--- src/rtl/vx_nc_responder.sv ---
// Memory-side endpoint for non-cacheable requests: word storage, fixed-latency reads and in-order responses.
// Ready comes only from the outstanding-read credit count, so the response queue can never overflow.

module vx_nc_fifo #(
  parameter int WIDTH = 8,
  parameter int DEPTH = 4
) (
  input  logic             clk,
  input  logic             reset,
  input  logic             push,
  input  logic [WIDTH-1:0] push_dat,
  input  logic             pop,
  output logic [WIDTH-1:0] pop_dat,
  output logic             empty
);
  localparam int AW = $clog2(DEPTH);

  logic [WIDTH-1:0] entries [DEPTH];
  logic [AW:0]      wr_ptr;
  logic [AW:0]      rd_ptr;

  always_ff @(posedge clk or posedge reset) begin
    if (reset) begin
      wr_ptr <= '0;
      rd_ptr <= '0;
    end else begin
      if (push) wr_ptr <= wr_ptr + 1'b1;
      if (pop)  rd_ptr <= rd_ptr + 1'b1;
    end
  end

  always_ff @(posedge clk) begin
    if (push) entries[wr_ptr[AW-1:0]] <= push_dat;
  end

  // Head is read straight from storage, so it stays stable until popped.
  assign pop_dat = entries[rd_ptr[AW-1:0]];
  assign empty   = (wr_ptr == rd_ptr);
endmodule

module vx_nc_responder #(
  parameter int MEM_ADDR_WIDTH = 32,
  parameter int MEM_DATA_SIZE  = 4,
  parameter int MEM_TAG_WIDTH  = 8,
  parameter int NUM_WORDS      = 16,
  parameter int LATENCY        = 2,
  parameter int RSP_QUEUE_SIZE = 4,
  localparam int MEM_DATA_WIDTH = MEM_DATA_SIZE * 8
) (
  input  logic                      clk,
  input  logic                      reset,
  input  logic                      mem_req_valid,
  input  logic                      mem_req_rw,
  input  logic [MEM_ADDR_WIDTH-1:0] mem_req_addr,
  input  logic [MEM_DATA_SIZE-1:0]  mem_req_byteen,
  input  logic [MEM_DATA_WIDTH-1:0] mem_req_data,
  input  logic [MEM_TAG_WIDTH-1:0]  mem_req_tag,
  output logic                      mem_req_ready,
  output logic                      mem_rsp_valid,
  output logic [MEM_DATA_WIDTH-1:0] mem_rsp_data,
  output logic [MEM_TAG_WIDTH-1:0]  mem_rsp_tag,
  input  logic                      mem_rsp_ready
);
  localparam int IDX_W = $clog2(NUM_WORDS);
  localparam int CNT_W = $clog2(RSP_QUEUE_SIZE) + 1;

  typedef struct packed {
    logic [MEM_TAG_WIDTH-1:0]  tag;
    logic [MEM_DATA_WIDTH-1:0] data;
  } rsp_t;

  logic [MEM_DATA_WIDTH-1:0] storage [NUM_WORDS];
  logic [IDX_W-1:0]          word_idx;
  logic                      unused_addr_bits;

  logic             req_fire;
  logic             wr_fire;
  logic             rd_fire;
  logic             rsp_fire;
  logic [CNT_W-1:0] outstanding;

  logic [LATENCY-1:0] pipe_vld;
  rsp_t               pipe_dat [LATENCY];
  rsp_t               q_head;
  logic               q_empty;

  // Upper address bits alias onto the same words.
  assign word_idx         = mem_req_addr[IDX_W-1:0];
  assign unused_addr_bits = ^mem_req_addr[MEM_ADDR_WIDTH-1:IDX_W];

  assign req_fire = mem_req_valid && mem_req_ready;
  assign wr_fire  = req_fire && mem_req_rw;
  assign rd_fire  = req_fire && !mem_req_rw;
  assign rsp_fire = mem_rsp_valid && mem_rsp_ready;

  always_ff @(posedge clk) begin
    for (int b = 0; b < MEM_DATA_SIZE; b++) begin
      if (wr_fire && mem_req_byteen[b]) begin
        storage[word_idx][b*8 +: 8] <= mem_req_data[b*8 +: 8];
      end
    end
  end

  always_ff @(posedge clk or posedge reset) begin
    if (reset) begin
      pipe_vld <= '0;
    end else begin
      pipe_vld[0] <= rd_fire;
      for (int i = 1; i < LATENCY; i++) begin
        pipe_vld[i] <= pipe_vld[i-1];
      end
    end
  end

  // Read data is captured at the accepting edge; later stages just carry it along.
  always_ff @(posedge clk) begin
    if (rd_fire) begin
      pipe_dat[0] <= '{tag: mem_req_tag, data: storage[word_idx]};
    end
    for (int i = 1; i < LATENCY; i++) begin
      pipe_dat[i] <= pipe_dat[i-1];
    end
  end

  vx_nc_fifo #(
    .WIDTH ($bits(rsp_t)),
    .DEPTH (RSP_QUEUE_SIZE)
  ) u_rsp_queue (
    .clk      (clk),
    .reset    (reset),
    .push     (pipe_vld[LATENCY-1]),
    .push_dat (pipe_dat[LATENCY-1]),
    .pop      (rsp_fire),
    .pop_dat  (q_head),
    .empty    (q_empty)
  );

  always_ff @(posedge clk or posedge reset) begin
    if (reset) begin
      outstanding <= '0;
    end else begin
      case ({rd_fire, rsp_fire})
        2'b10:   outstanding <= outstanding + 1'b1;
        2'b01:   outstanding <= outstanding - 1'b1;
        default: outstanding <= outstanding;
      endcase
    end
  end

  assign mem_req_ready = (outstanding < CNT_W'(RSP_QUEUE_SIZE)) && !reset;
  assign mem_rsp_valid = !q_empty;
  assign mem_rsp_data  = q_head.data;
  assign mem_rsp_tag   = q_head.tag;
endmodule
--- config.mk ---
export PLATFORM = sky130hd
export DESIGN_NAME = vx_nc_responder
export DESIGN_NICKNAME = d
export VERILOG_FILES = /design/src/rtl/vx_nc_responder.sv
export SDC_FILE = /design/constraint.sdc
export NUM_CORES = 1
export LEC_CHECK = 0
export ABC_AREA = 0
export CAP_MARGIN = 20
export CORE_AREA = 2 2 198 248
export CTS_BUF_LIST = sky130_fd_sc_hd__clkbuf_4 sky130_fd_sc_hd__clkbuf_8
export DETAILED_ROUTE_END_ITERATION = 12
export DIE_AREA = 0 0 200 250
export GPL_ROUTABILITY_DRIVEN = 0
export PLACE_DENSITY = 0.89
export SLEW_MARGIN = 20
export SYNTH_ARGS = -nofsm -noshare
export SYNTH_HDL_FRONTEND = slang
export SYNTH_SLANG_ARGS = --single-unit
--- constraint.sdc ---
create_clock -name clk -period 2.3 [get_ports clk]
set_input_delay 0.46 -clock clk [delete_from_list [all_inputs] [get_ports clk]]
set_output_delay 0.46 -clock clk [all_outputs]
set_load 0.005 [all_outputs]
# Word level (Yosys, flattened, before mapping)
# Memories as Yosys holds them, arrays and structs flattened.
# Index checks and enable logic that the tools add are counted.
[classes]
eq_ne = 3
muxes = 13
n_reduce_logical = 13
magnitude_cmp = 1
add_sub_neg = 4
[ops]
columns = ["cell", "n"]
rows = [
  ["2-to-1 mux 1 bit", 12],
  ["adder 3 x 1 -> 3 bit (second input constant)", 3],
  ["logical AND 1 bit", 9],
  ["case mux 3 bit (2 select lines)", 1],
  ["== test 3 bit", 1],
  ["logical NOT 1 bit", 3],
  ["< comparator 3 bit (second input constant)", 1],
  ["subtractor 3 x 1 -> 3 bit (second input constant)", 1],
  ["== test 2 x 1 -> 1 bit (second input constant)", 1],
  ["== test 2 bit (second input constant)", 1],
  ["nonzero test 2 bit", 1],
]
[word_totals]
reg_bits = 11
inputBits = 81
elab_cells = 41
ramBits = 752
n_memories = 3
[mem_list]
columns = ["name", "depth", "word_bits", "read_ports", "rd_ports_with_merged_regs", "write_ports", "line_no", "rtl"]
rows = [
  ["storage", 16, 32, 1, 0, 1, "72", "logic [MEM_DATA_WIDTH-1:0] storage [NUM_WORDS];"],
  ["u_rsp_queue.entries", 4, 40, 1, 0, 1, "18", "logic [WIDTH-1:0] entries [DEPTH];"],
  ["pipe_dat", 2, 40, 2, 0, 2, "83", "rsp_t pipe_dat [LATENCY];"],
]

# Longest topological paths before layout
# Gate-level depths: netlist of the first run.
[depth]
depth_word = 7
depth_mapped = 10
ltp_nobuf = 9

# Hierarchy
# Synthesis of the first run repeated with hierarchy kept, for this count alone.
[hier_totals]
cells_unflattened = 1220
area_unflattened_um2 = 27906.8
[by_module_without_submodules]
columns = ["mod", "n_inst", "cells_per_inst", "area_per_inst_um2"]
rows = [
  ["vx_nc_responder", 1, 980, 21739.6],
  ["vx_nc_fifo", 1, 240, 6167.2],
]

# Least setup slack after synthesis of the first run
# No wires, ideal clock.
[synth_timing]
path_type = "input port to flip-flop"
startpoint = "in mem_req_addr[1]"
endpoint = "mem storage[3][0] (netlist bit), enable pin"
setup_ns = 0.395
path_stages = 5
required_time_ns = 1.905
arrival_ns = 1.900
setup_slack_ns = 0.005
path_cell_list = "buf_2 -> buf_4 -> buf_2 -> nand2_1 -> nor4_1"
[synth_rtl]
columns = ["element", "line_no", "rtl"]
rows = [
  ["start, declared", "54", "input logic [MEM_ADDR_WIDTH-1:0] mem_req_addr,"],
  ["end, declared", "72", ""],
]
# No word-level cell before the write port.

# Final worst setup path of the first run
[layout_timing]
startpoint = "reg u_rsp_queue.rd_ptr[0]"
endpoint = "out mem_rsp_data[21]"
[layout_via]
elab_chain_len = 1
[layout_rtl]
columns = ["element", "line_no", "rtl"]
rows = [
  ["start, declared", "20", "logic [AW:0] rd_ptr;"],
  ["start signal, assigned", "28", "if (pop) rd_ptr <= rd_ptr + 1'b1;"],
  ["memory read (4 x 40 bit)", "n/a", ""],
  ["end, declared", "60", "output logic [MEM_DATA_WIDTH-1:0] mem_rsp_data,"],
]
# No other way between the ends.

==> flow_summary.json, run 1 <==
{
  "fin_crit_ns": 2.62,
  "coreArea_mm2": 0.0479,
  "gr-usage-met3": 0.0459,
  "yosysSeqAreaShare": 0.807,
  "boundaryPins": 123,
  "ys_types": 29,
  "worst_pin_slew_ns": 0.768,
  "rrSetupSlack_ns": -0.08,
  "cts_sinks": 763,
  "cts_made_buffers": 104,
  "cts_max_level": 3,
  "dr.pass1.iters": 8,
  "clock.fmax_mhz": 381,
  "cts_tree": "yes",
  "grt_pass1_vias": 14700,
  "status": "finished, violations left",
  "hold_viol": 0,
  "viasPerCell": 6.13,
  "synth_edf_count": 712,
  "start_util": 0.582,
  "failed_checks": "negative setup slack",
  "async_flop_share": 0.0144,
  "wirelength_um": 60900,
  "clk_path_buf_depth": 3,
  "hpwl_um": 36500,
  "crit_end": "mem_rsp_data[21]",
  "chipHeight_um": 250,
  "cts-root-buf": "clkbuf_8",
  "drcViolationCount": 0,
  "synthCells": 1219,
  "cp-startpoint": "u_rsp_queue.rd_ptr[0]",
  "finalMaxSlewViolations": 0,
  "ant_nets": 0,
  "io_buffer_count": 94,
  "dieArea_mm2": 0.0500,
  "p_total_mw": 30.1,
  "grt_max_degree": 42,
  "synth_ff_type": "edfxtp_1",
  "die_w_um": 200,
  "gr-total-overflow": 0,
  "finalSetupViolations": 43,
  "setup_ws_ns": -0.323,
  "p_leak_nw": 10.8,
  "required_ns": 1.84,
  "holdCritPathClass": "in -> async",
  "clk_pin_slew_worst_paths_ns": 0.07,
  "syn_area_mm2": 0.0278,
  "vias": 13700,
  "path_max_fanout": 7,
  "ys_seq_elements": 763,
  "holdBufCountCts": 0,
  "cap_violations": 0,
  "whs_ns": 0.177,
  "slowest_stage": "mux4_2",
  "rsz0062_at_grt": "true",
  "synthToLayoutAreaGrowth_pct": 17.5,
  "grt_pass1_wl_um": 90900,
  "grt_busiest_layer": "met2",
  "dp_slack_ns": -0.165,
  "wl_per_cell_um": 27.3,
  "track_usage": 0.252,
  "drive_gt1_frac": 0.336,
  "final.setup_skew_ns": 0.0160,
  "r2r-start": "u_rsp_queue.rd_ptr[0]",
  "ir_drop_mv": 0.481,
  "drtIter0Drc": 1403,
  "fin_crit_sh": 1.14,
  "crit_type": "reg -> out",
  "cpPeakStageDelay_ns": 0.53,
  "clk_latency_ns": 0.67,
  "row_count": 90,
  "synth.net_count": 1307,
  "pwr_density_cell_mw_per_mm2": 921,
  "r2r_cells": 13,
  "rr_endpoint": "outstanding[2]",
  "met1_usage": 0.301,
  "crit_arrival_ns": 2.16,
  "final_nets": 1585,
  "cp-end-kind": "primary output",
  "met2_usage": 0.452,
  "startpoint_type": "flop",
  "slew_headroom": 0.486,
  "antenna_found_initial": 3,
  "yosys_warnings": 0,
  "synth.avg_cell_area_um2": 22.8,
  "cp_cell_sequence": "buf_12, buf_12, buf_6, mux4_2, buf_6"
}
cells by family (layout without fill, tap and decap cells):
logic type / Yosys count / count (layout) / synth area share
adders and majority gates: 7 / 7 / 0.00342
other: 0 / 2 / 0
and+or+nand+nor: 133 / 133 / 0.0198
AOI/OAI and AO/OA: 67 / 67 / 0.0180
buffers and inverters: 69 / 430 / 0.0121
muxes: 170 / 170 / 0.137
DFF: 763 / 763 / 0.807
xor gates and xnor gates: 10 / 10 / 0.00315
routing by layer:
layer  up-vias  share of wire
li1       5625              -
met1      7066           0.34
met2       806           0.55
met3       153          0.076
met4         2          0.030
met5         -        0.00053
Yosys cell counts, drive strengths merged (4+ instances only):
master,n,share of area
a22oi,64,0.017
and2,5,0.0011
buf,34,0.0074
clkbuf,27,0.0036
dfrtp,11,0.0099
dfxtp,40,0.029
edfxtp,712,0.77
ha,6,0.0027
inv,8,0.0011
mux4,168,0.14
nand2,50,0.0067
nor2,64,0.0086
nor2b,4,0.00090
nor4,4,0.00090
xor2,7,0.0022
metrics by stage:
stage               setup TNS [ns]   util  cell area (um2)  instances
finish                       -9.45  0.683            32700       2226
global route                -12.61  0.683            32700       2226
CTS                         -11.51  0.684            32700       2223
detailed placement          -27.54  0.636            30500       2017
global placement             -5.68  0.636            30500       2017
floorplan                        0      -            27800       1219
critical path: cells and delay by family, from the launching register on:
kind	cells	cell delay (ns)
muxes	1	0.53
DFF	1	0.44
buffers and inverters	4	0.51
sequential cells by signal, indices dropped and copies added (netlist names):
register,count
u_rsp_queue.rd_ptr,3
pipe_vld,2
storage,512
u_rsp_queue.entries,160
pipe_dat,80
u_rsp_queue.wr_ptr,3
outstanding,3
power breakdown:
part	total (mW)	internal (mW)	switching (mW)	leakage (nW)
combinational	3.90	2.08	1.82	2.78
clock	10.5	5.67	4.85	1.12
sequential	15.7	15.5	0.208	6.88
area by class of cell:
class                   instances  area [um2]
flip-flops and latches        763       22500
fillers                      2613       15100
multi-input cells             387        5090
repair buffers                233        2170
clock buffers                 127        1660
well taps                     644         806
clock inverters                62         487
inverters                       8        30.0
diodes                          2        5.00
placed cells by master, fill, tap and decap left out, drive strengths merged, types with 2 or more instances in the layout:
master and instances:
edfxtp 712, buf 181, mux4 168, clkbuf 128, a22oi 64, nor2 64
clkdlybuf4s50 51, nand2 50, clkinv 50, dfxtp 40, dfrtp 11, inv 9
bufinv 8, xor2 7, ha 6, and2 5, nor2b 4, nor4 4
xnor2 3, nand3 3, clkinvlp 3, diode 2
worst min-delay path by stage:
| stage | startpoint | to | slack, ns | depth (start not counted) |
|---|---|---|---|---|
| 2_1_floorplan | reset | outstanding[0] | 0.31 | 1 |
| 3_3_place_gp | pipe_dat[0][13] | pipe_dat[0][53] | 0.32 | 0 |
| 3_5_place_dp | pipe_dat[0][10] | pipe_dat[0][50] | 0.33 | 0 |
| 4_1_cts | reset | u_rsp_queue.wr_ptr[1] | 0.1 | 2 |
| 5_1_grt | reset | pipe_vld[1] | 0.20 | 2 |
| 6_report | reset | pipe_vld[1] | 0.18 | 2 |
what timing repair did:
action / 4_1_cts / 5_1_grt
resized for setup: 187 / 11
pin swaps: 2 / 2
gates cloned: 3 / 0
buffers inserted: 15 / 7
setup endpoints to repair: 41 / 44
(Power assumes the default switching activity.)
==> inputs of run 2 (changes only) <==
Settings changed: CORE_AREA 2 2 198 248 to 2 2 196 246, DIE_AREA 0 0 200 250 to 0 0 198 248, PLACE_DENSITY 0.89 to 0.91.
==> run 2 against run 1 <==
  * The run still ends with negative setup slack left
  * Worst setup slack better by 0.016 ns
  * Flip-flop and latch count unchanged
  * Final area about the same
  * Register-to-register slack better by 0.12 ns
  * Core utilization up 1.4 points
  * Sequential share of layout area up 0.054 points
  * Worst hold slack worse by 0.019 ns
  * Fmax up 0.60%
  * Die area down 1.8%
  * Highest routed layer unchanged
==> flow_summary.json, run 2 (synthesis results as in run 1) <==
{
  "ir_drop_mv": 0.500,
  "chipHeight_um": 248,
  "start_util": 0.594,
  "finalSetupViolations": 41,
  "regMostFlops": "storage",
  "cts_max_level": 3,
  "required_ns": 1.84,
  "p_total_mw": 30.3,
  "dp.cells": 2002,
  "cts-root-buf": "clkbuf_8",
  "pwr-share-seq": 0.519,
  "final_core_util": 0.697,
  "wl_per_cell_um": 27.6,
  "row_count": 89,
  "clk_latency_ns": 0.68,
  "rrSetupSlack_ns": 0.04,
  "internal-power_mw": 23.4,
  "cp-end-kind": "primary output",
  "clk_path_buf_depth": 3,
  "hold_viol": 0,
  "coreArea_mm2": 0.0469,
  "die_w_um": 198,
  "cts_made_buffers": 105,
  "fin_crit_ns": 2.61,
  "setup_ws_ns": -0.308,
  "gr-total-overflow": 0,
  "largest_reg_flops": 512,
  "p_leak_nw": 10.8,
  "path_max_fanout": 6,
  "slew_headroom": 0.543,
  "drcViolationCount": 0,
  "p_sw_mw": 6.82,
  "hpwl_um": 36800,
  "grt_pass1_vias": 14500,
  "finalMaxSlewViolations": 0,
  "combPwrFrac": 0.131,
  "cts_sinks": 763,
  "grt_pass1_wl_um": 88600,
  "io_buffer_count": 94,
  "drtIter0Drc": 1458,
  "clock_power_share": 0.351,
  "clk_pin_slew_worst_paths_ns": 0.06,
  "drive_gt1_frac": 0.338,
  "final.setup_skew_ns": 0.0314,
  "synthToLayoutAreaGrowth_pct": 17.4,
  "boundaryPins": 123,
  "viasPerCell": 6.17,
  "track_usage": 0.250,
  "dieArea_mm2": 0.0491,
  "pwr_density_cell_mw_per_mm2": 926,
  "ant_nets": 0,
  "final_nets": 1575,
  "fin_crit_sh": 1.13,
  "holdBufCountCts": 0,
  "status": "finished, violations left",
  "swShare": 0.225,
  "rsz0062_at_grt": "true",
  "dr.pass1.iters": 8,
  "final_cell_mix": "712 x edfxtp_1, 168 x mux4_2, 120 x clkbuf_8",
  "antenna_found_initial": 3,
  "failed_checks": "negative setup slack",
  "wirelength_um": 60900,
  "cts_tree": "yes",
  "holdCritPathClass": "in -> async",
  "vias": 13600,
  "startpoint_type": "flop",
  "cap_violations": 0,
  "final_common_cell": "edfxtp_1",
  "crit_type": "reg -> out",
  "clock.fmax_mhz": 383,
  "worst_pin_slew_ns": 0.684,
  "crit_arrival_ns": 2.15,
  "instances_no_fill": 2210,
  "grt_max_degree": 37
}
## run 2: changes by cell type in the layout (fill, tap and decap cells not counted), sizes merged
cell,delta
buf,-11
bufinv,-3
clkbuf,+26
clkinv,-18
clkinvlp,-2
diode,-1
## run 2: final cells by class
| class | count | area, um2 |
|---|---|---|
| Clock buffer | 153 | 1890 |
| Antenna cell | 1 | 2.50 |
| Sequential cell | 763 | 22500 |
| Fill cell | 2464 | 14200 |
| Tap cell | 637 | 797 |
| Multi-Input combinational cell | 387 | 5100 |
| Clock inverter | 39 | 302 |
| Timing Repair Buffer | 222 | 2100 |
| Inverter | 8 | 30.0 |
## run 2: through the flow
stage | cell area, um2 | setup TNS [ns] | hold WS (ns) | setup slack, ns
after floorplan | 27800 | 0 | 0.312 | 0.00498
after global placement | 30400 | -8.45 | 0.326 | -0.137
after detailed placement | 30400 | -50.05 | 0.328 | -0.194
after CTS | 32600 | -9.58 | 0.127 | -0.302
after global routing | 32700 | -9.80 | 0.186 | -0.365
final | 32700 | -7.20 | 0.159 | -0.308
## run 2: power by group through the flow
stage	logic (mW)	clock network (mW)	registers (mW)
floorplan	1.90	0	15.9
global placement	3.50	0	15.9
detailed placement	3.61	0	16.0
CTS	3.84	10.7	15.7
global route	4.21	11.3	15.7
finish	3.95	10.6	15.7
## run 2: routing by layer
metal | wire length (um) | vias to the layer above | GRT usage
li1 | - | 5613 | -
met1 | 20500 | 7062 | 0.287
met2 | 33600 | 789 | 0.461
met3 | 4410 | 174 | 0.0525
met4 | 2300 | 4 | 0.0986
met5 | 29 | - | 0
## run 2: critical path: stages (launching register included)
cell     delay [ns]
dfrtp_2        0.40
buf_12         0.14
buf_12         0.12
buf_4          0.13
mux4_2         0.55
buf_6          0.15
## run 2: timing repair
action / in CTS / in global routing
endpoints found under the setup margin: 41 / 43
setup buffers: 11 / 6
gates resized for setup: 177 / 19
cloned: 3 / 0
pin swaps: 2 / 3
## run 2: final timing paths
kind,from,to,cells after the start
min in group clk,pipe_dat[0][24],pipe_dat[0][64],0
min reg2reg,pipe_dat[0][24],pipe_dat[0][64],0
min,reset,outstanding[2],2
max,u_rsp_queue.rd_ptr[0],mem_rsp_data[31],5
max reg2reg,u_rsp_queue.rd_ptr[0],outstanding[2],12
max in group asynchronous,reset,u_rsp_queue.wr_ptr[1],2
==> inputs of run 3 (changes only) <==
Settings changed: PLACE_DENSITY 0.91 to 0.85.
==> run 3 against run 2 <==
  * Via count shrank 4.6%
  * Largest cell class unchanged
  * Final cell count shrank 0.32%
  * First-iteration DRC count shrank 31%
  * The run still ends with negative setup slack left
  * Global-route usage shrank 1.9 points
==> flow_summary.json, run 3 (synthesis results as in run 1) <==
{
  "status": "finished, violations left",
  "failed_checks": "negative setup slack",
  "cp_cell_sequence": "buf_12, buf_12, mux4_2, buf_2",
  "final_cell_mix": "712 x edfxtp_1, 168 x mux4_2, 110 x clkbuf_8",
  "clock.fmax_mhz": 388,
  "cts_tree": "yes",
  "rsz0062_at_grt": "true",
  "ir_drop_mv": 0.486,
  "wl_per_cell_um": 24.7,
  "antenna_found_initial": 4,
  "die_w_um": 198,
  "final.setup_skew_ns": 0.0362,
  "drcViolationCount": 0,
  "clk_path_buf_depth": 3,
  "dr.pass1.iters": 7,
  "setup_ws_ns": -0.280,
  "regMostFlops": "storage",
  "fin_crit_sh": 1.12,
  "cts_made_buffers": 105,
  "finalSetupViolations": 41,
  "grt_max_degree": 54,
  "required_ns": 1.84,
  "cp_common_cell": "buf_12",
  "track_usage": 0.232,
  "clk_pin_slew_worst_paths_ns": 0.06,
  "p_leak_nw": 10.7,
  "hpwl_um": 35200,
  "final_nets": 1565,
  "viasPerCell": 5.91,
  "drtIter0Drc": 1008,
  "final_common_cell": "edfxtp_1",
  "crit_buf_inv": 3,
  "cts_sinks": 763,
  "crit_type": "reg -> out",
  "hold_viol": 0,
  "clk_latency_ns": 0.70,
  "slowest_stage": "mux4_2",
  "cts_max_level": 3,
  "path_max_fanout": 7,
  "coreArea_mm2": 0.0469,
  "cp-end-kind": "primary output",
  "cp_top_family": "multiplexers",
  "drive_gt1_frac": 0.324,
  "io_buffer_count": 94,
  "holdCritPathClass": "in -> async",
  "cts-root-buf": "clkbuf_8",
  "cpPeakStageDelay_ns": 0.54,
  "gr-total-overflow": 0,
  "crit_arrival_ns": 2.12,
  "startpoint_type": "flop",
  "fin_crit_ns": 2.58,
  "final_core_util": 0.692,
  "slew_headroom": 0.578,
  "grt_pass1_vias": 14100,
  "ant_nets": 0,
  "chipHeight_um": 248,
  "fin_setup_tns_ns": -9.19,
  "grt_pass1_wl_um": 83000,
  "n_fill_cell": 2601,
  "wirelength_um": 54400,
  "vias": 13000,
  "worst_pin_slew_ns": 0.631,
  "largest_reg_flops": 512,
  "synthToLayoutAreaGrowth_pct": 16.5,
  "finalMaxSlewViolations": 0,
  "pwr_density_cell_mw_per_mm2": 908,
  "cap_violations": 0,
  "boundaryPins": 123,
  "dieArea_mm2": 0.0491,
  "start_util": 0.594,
  "row_count": 89
}
run 3: cell count changes in the layout (fill, tap and decap cells not counted), moves of 3 or more:
| cell | previous run | this run |
|---|---|---|
| buf_12 | 24 | 20 |
| buf_2 | 26 | 30 |
| buf_4 | 104 | 92 |
| buf_6 | 15 | 10 |
| clkbuf_4 | 34 | 26 |
| clkbuf_8 | 120 | 110 |
| clkinv_1 | 20 | 26 |
| clkinv_2 | 12 | 19 |
| clkinvlp_4 | 1 | 5 |
| dlygate4sd2_1 | 0 | 4 |
| inv_6 | 1 | 4 |
run 3: routing by layer:
metal	wire length (um)	GRT usage
met1	19500	0.275
met2	30000	0.418
met3	3460	0.0431
met4	1440	0.0971
met5	18	0
run 3: final cells by class:
class	count	area [um2]	share of cell area
Clock buffer	135	1700	0.0523
Multi-Input combinational cell	387	5080	0.157
Timing Repair Buffer	212	1990	0.0613
Clock inverter	58	385	0.0119
Tap cell	637	797	0.0246
Inverter	8	30.0	0.000926
Antenna cell	3	7.51	0.000231
Sequential cell	763	22500	0.692
run 3: worst register-to-register path, stage by stage (launching register included):
cell	delay [ns]
dfrtp_2	0.44
buf_6	0.17
xor2_2	0.17
o31ai_2	0.31
inv_1	0.08
ha_1	0.22
inv_1	0.08
fa_1	0.18
xor2_1	0.21
nor2_1	0.08
xor2_1	0.15
run 3: final timing paths:
path                                       start               endpoint  slack [ns]  depth (start not counted)
max in group asynchronous                  reset  u_rsp_queue.rd_ptr[0]        1.87                          2
max                        u_rsp_queue.rd_ptr[0]        mem_rsp_data[3]       -0.28                          4
max reg2reg                u_rsp_queue.rd_ptr[0]         outstanding[2]        0.11                         10
min reg2reg                       pipe_dat[0][9]        pipe_dat[0][49]        0.33                          0
min                                        reset            pipe_vld[0]        0.11                          2
min in group clk                  mem_req_tag[6]        pipe_dat[0][38]        0.32                          1
run 3: power by group:
| part | leakage (nW) | switching (mW) | internal, mW |
|---|---|---|---|
| registers | 6.88 | 0.192 | 15.5 |
| logic | 2.68 | 1.72 | 1.96 |
| clock network | 1.09 | 4.79 | 5.30 |
| total | 10.7 | 6.70 | 22.8 |
run 3: through the flow:
stage	instance area, um2	power [mW]	setup WS (ns)	instances	hold slack, ns
5_1_grt	32400	30.5	-0.337	2203	0.140
6_report	32400	29.5	-0.280	2203	0.110
2_1_floorplan	27800	17.8	0.00498	1219	0.312
3_3_place_gp	30300	19.4	-0.0690	1998	0.327
4_1_cts	32400	29.7	-0.317	2202	0.0956
3_5_place_dp	30300	19.6	-0.108	1998	0.332
run 3: repair_timing:
item / 4_1_cts / 5_1_grt
setup endpoints to repair: 41 / 42
pin swaps: 1 / 0
gates cloned: 4 / 0
gates resized for setup: 160 / 7
hold buffers: 0 / 0
buffers inserted: 8 / 0
